File: src/rtl/pipelined_adder_pkg.sv
// Shared constants for the slice-pipelined adder.
package pipelined_adder_pkg;

    // Width of one ripple-carry slice; one slice is added per pipeline stage.
    localparam int SLICE_W = 8;

    // Default slice count, giving a 32-bit adder with four-cycle latency.
    localparam int NUM_SLICES_DEFAULT = 4;

endpackage : pipelined_adder_pkg

File: src/rtl/RCA_8bit.sv
// Single ripple-carry adder slice: {C_out, sum} = A_in + B_in + C_in.
module RCA_8bit
    import pipelined_adder_pkg::*;
(
    output logic [SLICE_W-1:0] sum,
    output logic               C_out,
    input  logic [SLICE_W-1:0] A_in,
    input  logic [SLICE_W-1:0] B_in,
    input  logic               C_in
);

    logic [SLICE_W:0] carry;

    // Ripple the carry bit by bit through the slice.
    always_comb begin
        // NOTE: blocking assignments here, so each bit sees the carry just computed for the bit below it.
        carry[0] = C_in;
        sum      = '0;
        for (int i = 0; i < SLICE_W; i++) begin
            sum[i]       = A_in[i] ^ B_in[i] ^ carry[i];
            carry[i + 1] = (A_in[i] & B_in[i]) | (carry[i] & (A_in[i] ^ B_in[i]));
        end
        C_out = carry[SLICE_W];
    end

endmodule : RCA_8bit

File: src/rtl/pipelined_adder_32bit.sv
// Slice-pipelined adder with valid/ready handshake on both sides.
// Stage k adds slice k using the carry registered by stage k-1; operand
// slices travel down the pipeline until their stage, and finished low
// slices ride along so the whole sum leaves the last stage together.
// The whole pipeline freezes while the result is held by the consumer.
// Requires NUM_SLICES >= 2.
module pipelined_adder_32bit
    import pipelined_adder_pkg::*;
#(
    parameter int NUM_SLICES = NUM_SLICES_DEFAULT
) (
    input  logic                          clk,
    input  logic                          rst,
    input  logic [SLICE_W*NUM_SLICES-1:0] A_in,
    input  logic [SLICE_W*NUM_SLICES-1:0] B_in,
    input  logic                          C_in,
    input  logic                          in_valid,
    output logic                          in_ready,
    output logic [SLICE_W*NUM_SLICES-1:0] sum,
    output logic                          C_out,
    output logic                          overflow,
    output logic                          out_valid,
    input  logic                          out_ready
);

    localparam int W    = SLICE_W * NUM_SLICES;
    localparam int LAST = NUM_SLICES - 1;

    // Operands are only needed by stages that still have a slice to add.
    logic [W-1:0]          a_q [NUM_SLICES-1];
    logic [W-1:0]          a_d [NUM_SLICES-1];
    logic [W-1:0]          b_q [NUM_SLICES-1];
    logic [W-1:0]          b_d [NUM_SLICES-1];
    logic [W-1:0]          s_q [NUM_SLICES];
    logic [W-1:0]          s_d [NUM_SLICES];
    logic [NUM_SLICES-1:0] c_q, c_d;
    logic [NUM_SLICES-1:0] v_q, v_d;
    logic                  ovf_q, ovf_d;
    logic                  stall;

    logic [SLICE_W-1:0]    rca_a  [NUM_SLICES];
    logic [SLICE_W-1:0]    rca_b  [NUM_SLICES];
    logic [SLICE_W-1:0]    rca_s  [NUM_SLICES];
    logic [NUM_SLICES-1:0] rca_ci;
    logic [NUM_SLICES-1:0] rca_co;

    for (genvar k = 0; k < NUM_SLICES; k++) begin : g_stage
        if (k == 0) begin : g_first
            assign rca_a[k]  = A_in[SLICE_W-1:0];
            assign rca_b[k]  = B_in[SLICE_W-1:0];
            assign rca_ci[k] = C_in;
        end else begin : g_rest
            assign rca_a[k]  = a_q[k-1][k*SLICE_W +: SLICE_W];
            assign rca_b[k]  = b_q[k-1][k*SLICE_W +: SLICE_W];
            assign rca_ci[k] = c_q[k-1];
        end

        RCA_8bit u_rca (
            .sum   (rca_s[k]),
            .C_out (rca_co[k]),
            .A_in  (rca_a[k]),
            .B_in  (rca_b[k]),
            .C_in  (rca_ci[k])
        );
    end

    // Advance every stage by one unless the held result blocks the pipe.
    always_comb begin
        // NOTE: every next-state variable gets its hold value first, so no path leaves it unassigned and no latch is inferred.
        stall = v_q[LAST] & ~out_ready;
        a_d   = a_q;
        b_d   = b_q;
        s_d   = s_q;
        c_d   = c_q;
        v_d   = v_q;
        ovf_d = ovf_q;

        if (!stall) begin
            a_d[0]                 = A_in;
            b_d[0]                 = B_in;
            s_d[0]                 = '0;
            s_d[0][SLICE_W-1:0]    = rca_s[0];
            c_d[0]                 = rca_co[0];
            v_d[0]                 = in_valid;

            for (int k = 1; k < LAST; k++) begin
                a_d[k] = a_q[k-1];
                b_d[k] = b_q[k-1];
            end

            for (int k = 1; k < NUM_SLICES; k++) begin
                s_d[k]                        = s_q[k-1];
                s_d[k][k*SLICE_W +: SLICE_W]  = rca_s[k];
                c_d[k]                        = rca_co[k];
                v_d[k]                        = v_q[k-1];
            end

            // Carry into the MSB is recovered from the MSB sum bit.
            ovf_d = (rca_a[LAST][SLICE_W-1] ^ rca_b[LAST][SLICE_W-1] ^ rca_s[LAST][SLICE_W-1])
                    ^ rca_co[LAST];
        end
    end

    // Pipeline registers; reset discards everything in flight.
    always_ff @(posedge clk) begin
        if (rst) begin
            // NOTE: the data registers are cleared too, so sum/C_out/overflow read zero straight out of reset.
            a_q   <= '{default: '0};
            b_q   <= '{default: '0};
            s_q   <= '{default: '0};
            c_q   <= '0;
            v_q   <= '0;
            ovf_q <= 1'b0;
        end else begin
            a_q   <= a_d;
            b_q   <= b_d;
            s_q   <= s_d;
            c_q   <= c_d;
            v_q   <= v_d;
            ovf_q <= ovf_d;
        end
    end

    assign in_ready  = ~stall;
    assign sum       = s_q[LAST];
    assign C_out     = c_q[LAST];
    assign overflow  = ovf_q;
    assign out_valid = v_q[LAST];

endmodule : pipelined_adder_32bit

File: config.mk
export PLATFORM = sky130hd
export DESIGN_NAME = pipelined_adder_32bit
export DESIGN_NICKNAME = d
export VERILOG_FILES = /design/src/rtl/pipelined_adder_pkg.sv /design/src/rtl/RCA_8bit.sv /design/src/rtl/pipelined_adder_32bit.sv
export SDC_FILE = /design/constraint.sdc
export NUM_CORES = 1
export LEC_CHECK = 0
export CORE_MARGIN = 2
export CORE_UTILIZATION = 30
export DETAILED_ROUTE_END_ITERATION = 7
export PLACE_DENSITY_LB_ADDON = 0.25
export SLEW_MARGIN = 20
export SYNTH_ARGS = -nofsm -noshare
export SYNTH_HDL_FRONTEND = slang
export SYNTH_SLANG_ARGS = --single-unit
export TNS_END_PERCENT = 1
File: constraint.sdc
create_clock -name clk -period 4.52 [get_ports clk]
set_input_delay 1.356 -clock clk [delete_from_list [all_inputs] [get_ports clk]]
set_output_delay 1.356 -clock clk [all_outputs]
set_load 0.02 [all_outputs]
==> results of run 1 <==
cell type report:
cell class              instances  area, um2
fillers                      2598      15500
well taps                     324        405
clock buffers                  17        425
diodes                          2       5.00
clock inverters                15        170
inverters                      29        114
flip-flops and latches        185       3700
repair buffers                111       1100
multi-input cells             577       3010
worst register-to-register path: cells and delay by family, from the launching register on:
family / cells / cell delay (ps)
fa+ha+maj: 8 / 2990
compound gates: 1 / 160
simple gates: 1 / 50
buf+inv: 3 / 250
flops: 1 / 330
xor+xnor: 1 / 210
metrics by stage:
stage          total power [uW]  cells   util  hold WS [ps]
2_1_floorplan              1980    884      -           432
3_5_place_dp               2100   1226  0.341           443
3_3_place_gp               2100   1226  0.341           438
4_1_cts                    3610   1258  0.366           451
6_report                   3550   1260  0.366           450
5_1_grt                    3730   1259  0.366           459
flip-flops by register name, indices dropped and copies added (netlist names):
name	count
s_q	48
sum	32
overflow	1
v_q	4
a_q	48
b_q	48
c_q	4
cells by family after synthesis:
group	count (synthesis)	share of synthesized area
XOR/XNOR	1	0.00319
adder cells (fa/ha/maj)	33	0.0876
buffers and inverters	122	0.103
AND/OR/NAND/NOR	359	0.182
AO/OA/AOI/OAI	184	0.127
flip-flops	185	0.497
Yosys cell counts:
library cell / instances
a211oi_1: 12
a21oi_1: 172
buf_1: 2
buf_2: 10
buf_4: 53
buf_6: 13
clkbuf_1: 15
dfxtp_1: 185
fa_1: 32
ha_1: 1
inv_1: 28
inv_4: 1
nand2_1: 344
nor2_1: 14
nor2b_4: 1
xor3_1: 1
timing repair:
item	4_1_cts	5_1_grt
gates cloned	0	0
endpoints found under the setup margin	1	1
pin swaps	8	1
gates resized for setup	11	1
power groups by stage:
stage / logic, uW / registers (uW) / clock network, uW
floorplan: 185 / 1800 / 0
global placement: 294 / 1810 / 0
detailed placement: 296 / 1810 / 0
CTS: 301 / 1770 / 1540
global route: 335 / 1780 / 1610
finish: 295 / 1770 / 1490
per-layer routing:
metal  vias to the layer above  global-route usage  part of all wire  routed length [um]
met5                         -                   0                 0                   0
met1                      2527               0.167              0.50                7850
met2                        92               0.187              0.45                6990
met3                         9              0.0370             0.043                 666
met4                         0              0.0350            0.0079                 124
li1                       2835                   -                 -                   -
worst min-delay path by stage:
stage | cells past startpoint | slack [ps] | endpoint
floorplan | 2 | 430 | a_q[73]
global placement | 2 | 440 | sum[25]
detailed placement | 2 | 440 | sum[14]
CTS | 2 | 450 | s_q[32]
global route | 2 | 460 | s_q[46]
finish | 2 | 450 | sum[5]
==> out/results.ini, run 1 <==
[outcome]
status = finished clean

[critical_path]
r2r_end = overflow
startpoint_type = primary input
cp.arrival_ps = 4800
required_ps = 4880
critPathKind = in -> reg
crit_end = s_q[103]
startpoint = A_in[0]
r2r_cells = 14
rr_startpoint = a_q[24]
r2r_setup_slack_ps = 460
crit_top_cell = fa_2
path_delay_family = adder cells
path_max_fanout = 1
cp-end-kind = register
cpPeakStageDelay_ps = 410
cp_cell_sequence = dlygate4sd2_1 > fa_2 > inv_2 > fa_2 > inv_2 > fa_2 > fa_2 > fa_2 > fa_2 > fa_2 > inv_2 > fa_1 > a211oi_2
crit_slowest_cell = fa_1
worst-path-stages = 13
path_buf_inv = 4

[grt]
grt_pass1_wl_um = 25800
grt_max_degree = 116
overflow = 0
grt_usage = 0.122
grt_pass1_vias = 5116
antenna_found_initial = 2

[timing]
fin_skew_ps = 15.1
worst_pin_slew_ps = 958
hold_viol = 0
slew-limit-headroom = 0.361
fin_setup_tns_ps = 0
post-route-period-util = 0.982
fin_ws_ps = 80.5
finalMaxSlewViolations = 0
fmax_mhz = 225
min_period_ps = 4440
finalSetupViolCount = 0
rsz0062_at_grt = false

[cells_and_area]
final_cell_mix = 344 x nand2_1, 185 x dfxtp_1, 172 x a21oi_1
layout_commonest_cell = nand2_1
nets = 1023
area_growth_pct = 19.8
drive_above_1_share = 0.0567
fin_area_um2 = 8930

[placed_design]
dp_hpwl_um = 9700
gp_congestion = 0.703
portBuffers = 104
place_area_um2 = 8320
post-place-ws_ps = -605

[power]
p_sw_uw = 933
comb_power_share = 0.083
ir_drop_uv = 192
power_density_nw_per_um2 = 397
p_seq_frac = 0.498
clockPowerShare = 0.419
p_int_uw = 2620
swShare = 0.263
p_leak_uw = 0.00339

[die]
die_y_um = 162
pin_count = 105
die_w_um = 162
num_rows = 57
fp.dieArea_um2 = 26100
initial_core_util = 0.306
core-area_um2 = 24400

[routing]
routed_via_density = 4.34
vias = 5463
final_antenna_net_count = 0
dr.pass1.iters = 4
drt_iter0_markers = 285
wl_per_cell_um = 12.4
drt_wl_total_um = 15600
drc = 0

[clock_network]
cts_hold_buffers = 0
cts_num_sinks = 185
clk_pin_slew_ps = 80
cts_setup_buffers = 0
htreeDepth = 4
cts_tree = yes
cts_buffers = 17
clk_path_buf_depth = 2
ctsRootBufferMaster = clkbuf_16
clkLatencyLatePin_ps = 430

[worst_hold_path]
min_from = sum[5]
min_path_type = reg -> reg

[logic_synthesis]
synthCells = 884
yosys_warnings = 0
synthesis.area_um2 = 7460
syn_nets = 986
avgSynthCellArea_um2 = 8.44
ys_ff_latch = 185
yosysSeqAreaShare = 0.497
synth_top_area_frac = 0.497
yosysUniqueCellTypes = 16
yosysTopAreaCell = dfxtp_1
synthTopCellsByArea = dfxtp_1 50%, nand2_1 17%, a21oi_1 12%, fa_1 8.6%, buf_4 5.3%

[flow_run]
drv_cap = 0

No activity file was read; power rests on OpenSTA's default activity.
==> inputs of run 2 (changes only) <==
--- a/config.mk
+++ b/config.mk
@@ -5,9 +5,11 @@
 export SDC_FILE = /design/constraint.sdc
 export NUM_CORES = 1
 export LEC_CHECK = 0
+export CAP_MARGIN = 40
 export CORE_MARGIN = 2
 export CORE_UTILIZATION = 30
 export DETAILED_ROUTE_END_ITERATION = 7
+export GPL_ROUTABILITY_DRIVEN = 0
 export PLACE_DENSITY_LB_ADDON = 0.25
 export SLEW_MARGIN = 20
 export SYNTH_ARGS = -nofsm -noshare
==> constraint.sdc (replaced) <==
create_clock -name clk -period 5.2 [get_ports clk]
set_input_delay 1.56 -clock clk [delete_from_list [all_inputs] [get_ports clk]]
set_output_delay 1.56 -clock clk [all_outputs]
set_load 0.02 [all_outputs]
==> run 2 against run 1 <==
  * Sequential cell count unchanged
  * Critical endpoint unchanged
  * Count of clock-buffer cells in the layout unchanged
  * Setup slack better by 110 ps
  * Sequential share of layout area down 0.19 points
  * Routed wire length fell by 0.24%
==> out/results.ini, run 2 (synthesized netlist as in run 1, its figures left out) <==
[routing]
final_antenna_net_count = 0
vias = 5479
drt_wl_total_um = 15600
drc = 0
routed_via_density = 4.34
drt_iter0_markers = 252
dr.pass1.iters = 4
wl_per_cell_um = 12.4

[die]
num_rows = 57
die_y_um = 162
pin_count = 105
die_w_um = 162
initial_core_util = 0.306
core-area_um2 = 24400
fp.dieArea_um2 = 26100

[critical_path]
path_max_fanout = 1
required_ps = 5540
critPathKind = in -> reg
r2r_end = overflow
startpoint_type = primary input
cp-end-kind = register
r2r_setup_slack_ps = 1130
cp.arrival_ps = 5340
r2r_cells = 14
rr_startpoint = a_q[24]

[clock_network]
clkLatencyLatePin_ps = 430
cts_buffers = 17
clk_pin_slew_ps = 70
htreeDepth = 4
cts_num_sinks = 185
cts_tree = yes
clk_path_buf_depth = 2
ctsRootBufferMaster = clkbuf_16

[flow_run]
drv_cap = 0

[power]
p_int_uw = 2260
p_leak_uw = 0.00340
p_seq_frac = 0.507
total_power_uw = 3030
power_density_nw_per_um2 = 338
comb_power_share = 0.084
swShare = 0.257
clockPowerShare = 0.409
ir_drop_uv = 166
p_sw_uw = 778

[cells_and_area]
final_core_util = 0.368
fin_area_um2 = 8980
layout_commonest_cell = nand2_1
drive_above_1_share = 0.0481
top_regs = a_q (48), b_q (48), s_q (48)
nFillCells = 2583
area_growth_pct = 20.3
nets = 1025
final_cell_mix = 344 x nand2_1, 185 x dfxtp_1, 172 x a21oi_1

[placed_design]
post-place-ws_ps = -302
dp_hpwl_um = 9800
place_area_um2 = 8380
portBuffers = 104

[timing]
fin_skew_ps = 13.6
finalMaxSlewViolations = 0
fin_setup_tns_ps = 0
worst_pin_slew_ps = 834
fin_ws_ps = 194
slew-limit-headroom = 0.444
fmax_mhz = 200
post-route-period-util = 0.963
hold_viol = 0
rsz0062_at_grt = false
finalSetupViolCount = 0
min_period_ps = 5010

[worst_hold_path]
min_from = s_q[43]
holdPathEnd = sum[11]
min_path_type = reg -> reg
min_path_cells = 2

[grt]
antenna_found_initial = 3
overflow = 0
grt_pass1_vias = 4993
grt_usage = 0.120
grt_max_degree = 107
grt_pass1_wl_um = 25400

[outcome]
status = finished clean

[run 2: repair_timing]
action | CTS | global route
endpoints found under the setup margin | 0 | 1
gates resized for setup | 0 | 1
buffers inserted | 0 | 0
hold endpoints to repair | 0 | 0
hold buffers | 0 | 0
[run 2: power by group through the flow]
stage                     registers, uW  logic (uW)  clock network (uW)
after global routing               1550         286                1350
after detailed placement           1570         257                   0
after global placement             1570         253                   0
final                              1540         254                1240
after CTS                          1540         259                1290
after floorplan                    1560         161                   0
[run 2: worst max path at each step]
stage | startpoint | to | slack, ps
finish | A_in[0] | s_q[103] | 190
global route | A_in[0] | s_q[103] | 40
CTS | A_in[0] | s_q[103] | 150
detailed placement | A_in[0] | s_q[103] | -300
global placement | A_in[0] | s_q[103] | -190
floorplan | A_in[0] | s_q[103] | 400
[run 2: cell type report]
type                       count  area, um2  area share
clock buffer                  17        425      0.0474
multi-input combinational    577       2990       0.333
timing repair buffer         113       1190       0.133
clock inverter                15        138      0.0153
antenna                        3       7.51    0.000836
inverter                      29        114      0.0127
tap                          324        405      0.0452
sequential                   185       3700       0.413
[run 2: worst max-delay path, stage by stage]
cell and delay [ps]:
clkdlybuf4s50_1 440, fa_1 420, inv_1 70, fa_1 170, inv_1 50, fa_1 400
fa_1 420, fa_2 370, fa_1 390, fa_1 370, inv_1 70, fa_1 400
a211oi_1 190
[run 2: per-layer routing]
layer  routed length [um]  vias to the layer above  track usage
met5                    0                        -            0
met4                  107                        0       0.0338
met3                  735                        5       0.0391
met2                 7020                       82        0.184
met1                 7740                     2544        0.164
li1                     -                     2848            -
[run 2: through the flow]
stage / hold WS [ps] / cells
2_1_floorplan: 432 / 884
3_3_place_gp: 439 / 1224
3_5_place_dp: 443 / 1227
4_1_cts: 454 / 1259
5_1_grt: 461 / 1260
6_report: 447 / 1263
==> inputs of run 3 (changes only) <==
--- a/config.mk
+++ b/config.mk
@@ -11,6 +11,7 @@
 export DETAILED_ROUTE_END_ITERATION = 7
 export GPL_ROUTABILITY_DRIVEN = 0
 export PLACE_DENSITY_LB_ADDON = 0.25
+export SETUP_SLACK_MARGIN = 0.3
 export SLEW_MARGIN = 20
 export SYNTH_ARGS = -nofsm -noshare
 export SYNTH_HDL_FRONTEND = slang
==> constraint.sdc (replaced) <==
create_clock -name clk -period 5.2 [get_ports clk]
set_input_delay 0.52 -clock clk [delete_from_list [all_inputs] [get_ports clk]]
set_output_delay 0.52 -clock clk [all_outputs]
set_load 0.02 [all_outputs]
==> run 3 against run 2 <==
  * Total power increased by 0.93%
  * Routed wire length is 0.16% lower
  * Highest routed layer unchanged
  * Largest power group unchanged
  * Maximum frequency up 26%
  * Cell area fell by 0.52%
  * Clock power hardly changed
  * Via count fell by 1.2%
  * Sequential cell count unchanged
  * Hold slack gained 1.9 ps
  * Setup slack better by 1000 ps
  * Sequential share of layout area rose by 0.21 points
==> out/results.ini, run 3 (synthesized netlist as in run 1, its figures left out) <==
[critical_path]
startpoint_type = register
required_ps = 5560
crit_top_cell = fa_1
r2r_end = overflow
path_buf_inv = 3
path_max_fanout = 2
r2r_setup_slack_ps = 1210
cp_cell_sequence = fa_1 > fa_1 > fa_1 > fa_1 > fa_1 > inv_1 > fa_1 > inv_1 > fa_1 > inv_1 > fa_1 > xor3_1 > nand2_1 > a21oi_1
crit_slowest_cell = fa_1
cp.arrival_ps = 4340
path_delay_family = adder cells
r2r_cells = 14
cp-end-kind = register
cpPeakStageDelay_ps = 450
rr_startpoint = a_q[24]
critPathKind = reg -> reg

[die]
pin_count = 105
die_w_um = 162
fp.dieArea_um2 = 26100
die_y_um = 162
num_rows = 57
initial_core_util = 0.306
core-area_um2 = 24400

[timing]
finalSetupViolCount = 0
slew-limit-headroom = 0.467
hold_ws_ps = 449
fmax_mhz = 251
worst_pin_slew_ps = 799
fin_setup_tns_ps = 0
fin_skew_ps = 12.5
rsz0062_at_grt = false
min_period_ps = 3990
hold_viol = 0
finalMaxSlewViolations = 0
post-route-period-util = 0.766

[cells_and_area]
final_core_util = 0.366
fin_cells = 1261
layout_commonest_cell = nand2_1
drive_above_1_share = 0.0450
area_growth_pct = 19.7
final_cell_mix = 344 x nand2_1, 185 x dfxtp_1, 172 x a21oi_1
nets = 1023
top_regs = a_q (48), b_q (48), s_q (48)

[grt]
grt_pass1_wl_um = 25800
grt_max_degree = 79
overflow = 0
grt_usage = 0.122
antenna_found_initial = 3
grt_pass1_vias = 5107

[placed_design]
dp_hpwl_um = 9840
portBuffers = 104
dpl.cell_count = 1226

[clock_network]
clkLatencyLatePin_ps = 430
clk_pin_slew_ps = 70
cts_num_sinks = 185
cts_tree = yes
cts_resized = 0
ctsRootBufferMaster = clkbuf_16
cts_hold_buffers = 0
htreeDepth = 4
cts_buffers = 17
clk_path_buf_depth = 2
cts_setup_buffers = 0

[power]
p_leak_uw = 0.00339
total_power_uw = 3060
power_density_nw_per_um2 = 343
ir_drop_uv = 170

[worst_hold_path]
min_from = sum[18]
min_path_type = reg -> reg
holdPathEnd = sum[18]
min_path_cells = 2

[routing]
drc = 0
final_antenna_net_count = 0
drt_iter0_markers = 309
routed_via_density = 4.29
vias = 5413
dr.pass1.iters = 4
wl_per_cell_um = 12.4
drt_wl_total_um = 15600

[flow_run]
drv_cap = 0

[outcome]
status = finished clean

-- run 3: worst max path at each step --
stage | slack, ps | from | cells past startpoint | end
final | 1210 | a_q[24] | 14 | overflow
after global routing | 1010 | A_in[0] | 13 | s_q[103]
after CTS | 1170 | a_q[24] | 14 | overflow
after detailed placement | 800 | A_in[0] | 13 | s_q[103]
after global placement | 850 | A_in[0] | 13 | s_q[103]
after floorplan | 1440 | A_in[0] | 12 | s_q[103]
-- run 3: layout make-up --
| class | count | area [um2] |
|---|---|---|
| Fill cell | 2605 | 15500 |
| Sequential cell | 185 | 3700 |
| Multi-Input combinational cell | 577 | 2990 |
| Timing Repair Buffer | 111 | 1130 |
| Clock buffer | 17 | 425 |
| Tap cell | 324 | 405 |
| Clock inverter | 15 | 161 |
| Inverter | 29 | 114 |
| Antenna cell | 3 | 7.51 |
-- run 3: worst min-delay path: stages (launching register included) --
cell     delay [ps]
dfxtp_1         310
nand2_1          50
a21oi_1          50
-- run 3: stage by stage --
step	setup WS, ps	instance area (um2)
after floorplan	1440	7460
after global placement	854	8290
after detailed placement	801	8340
after CTS	1170	8920
after global routing	1010	8920
final	1210	8930
-- run 3: metal layers --
metal  vias up  GRT usage  wire [um]
li1       2840          -          -
met1      2488      0.167       7820
met2        75      0.186       6870
met3        10     0.0360        721
met4         0     0.0362        167
met5         -          0          0
-- run 3: power breakdown --
group / leakage (uW) / switching [uW] / internal (uW)
registers: 0.00152 / 40.9 / 1500
logic: 0.00159 / 127 / 127
clock network: 0.000279 / 630 / 643
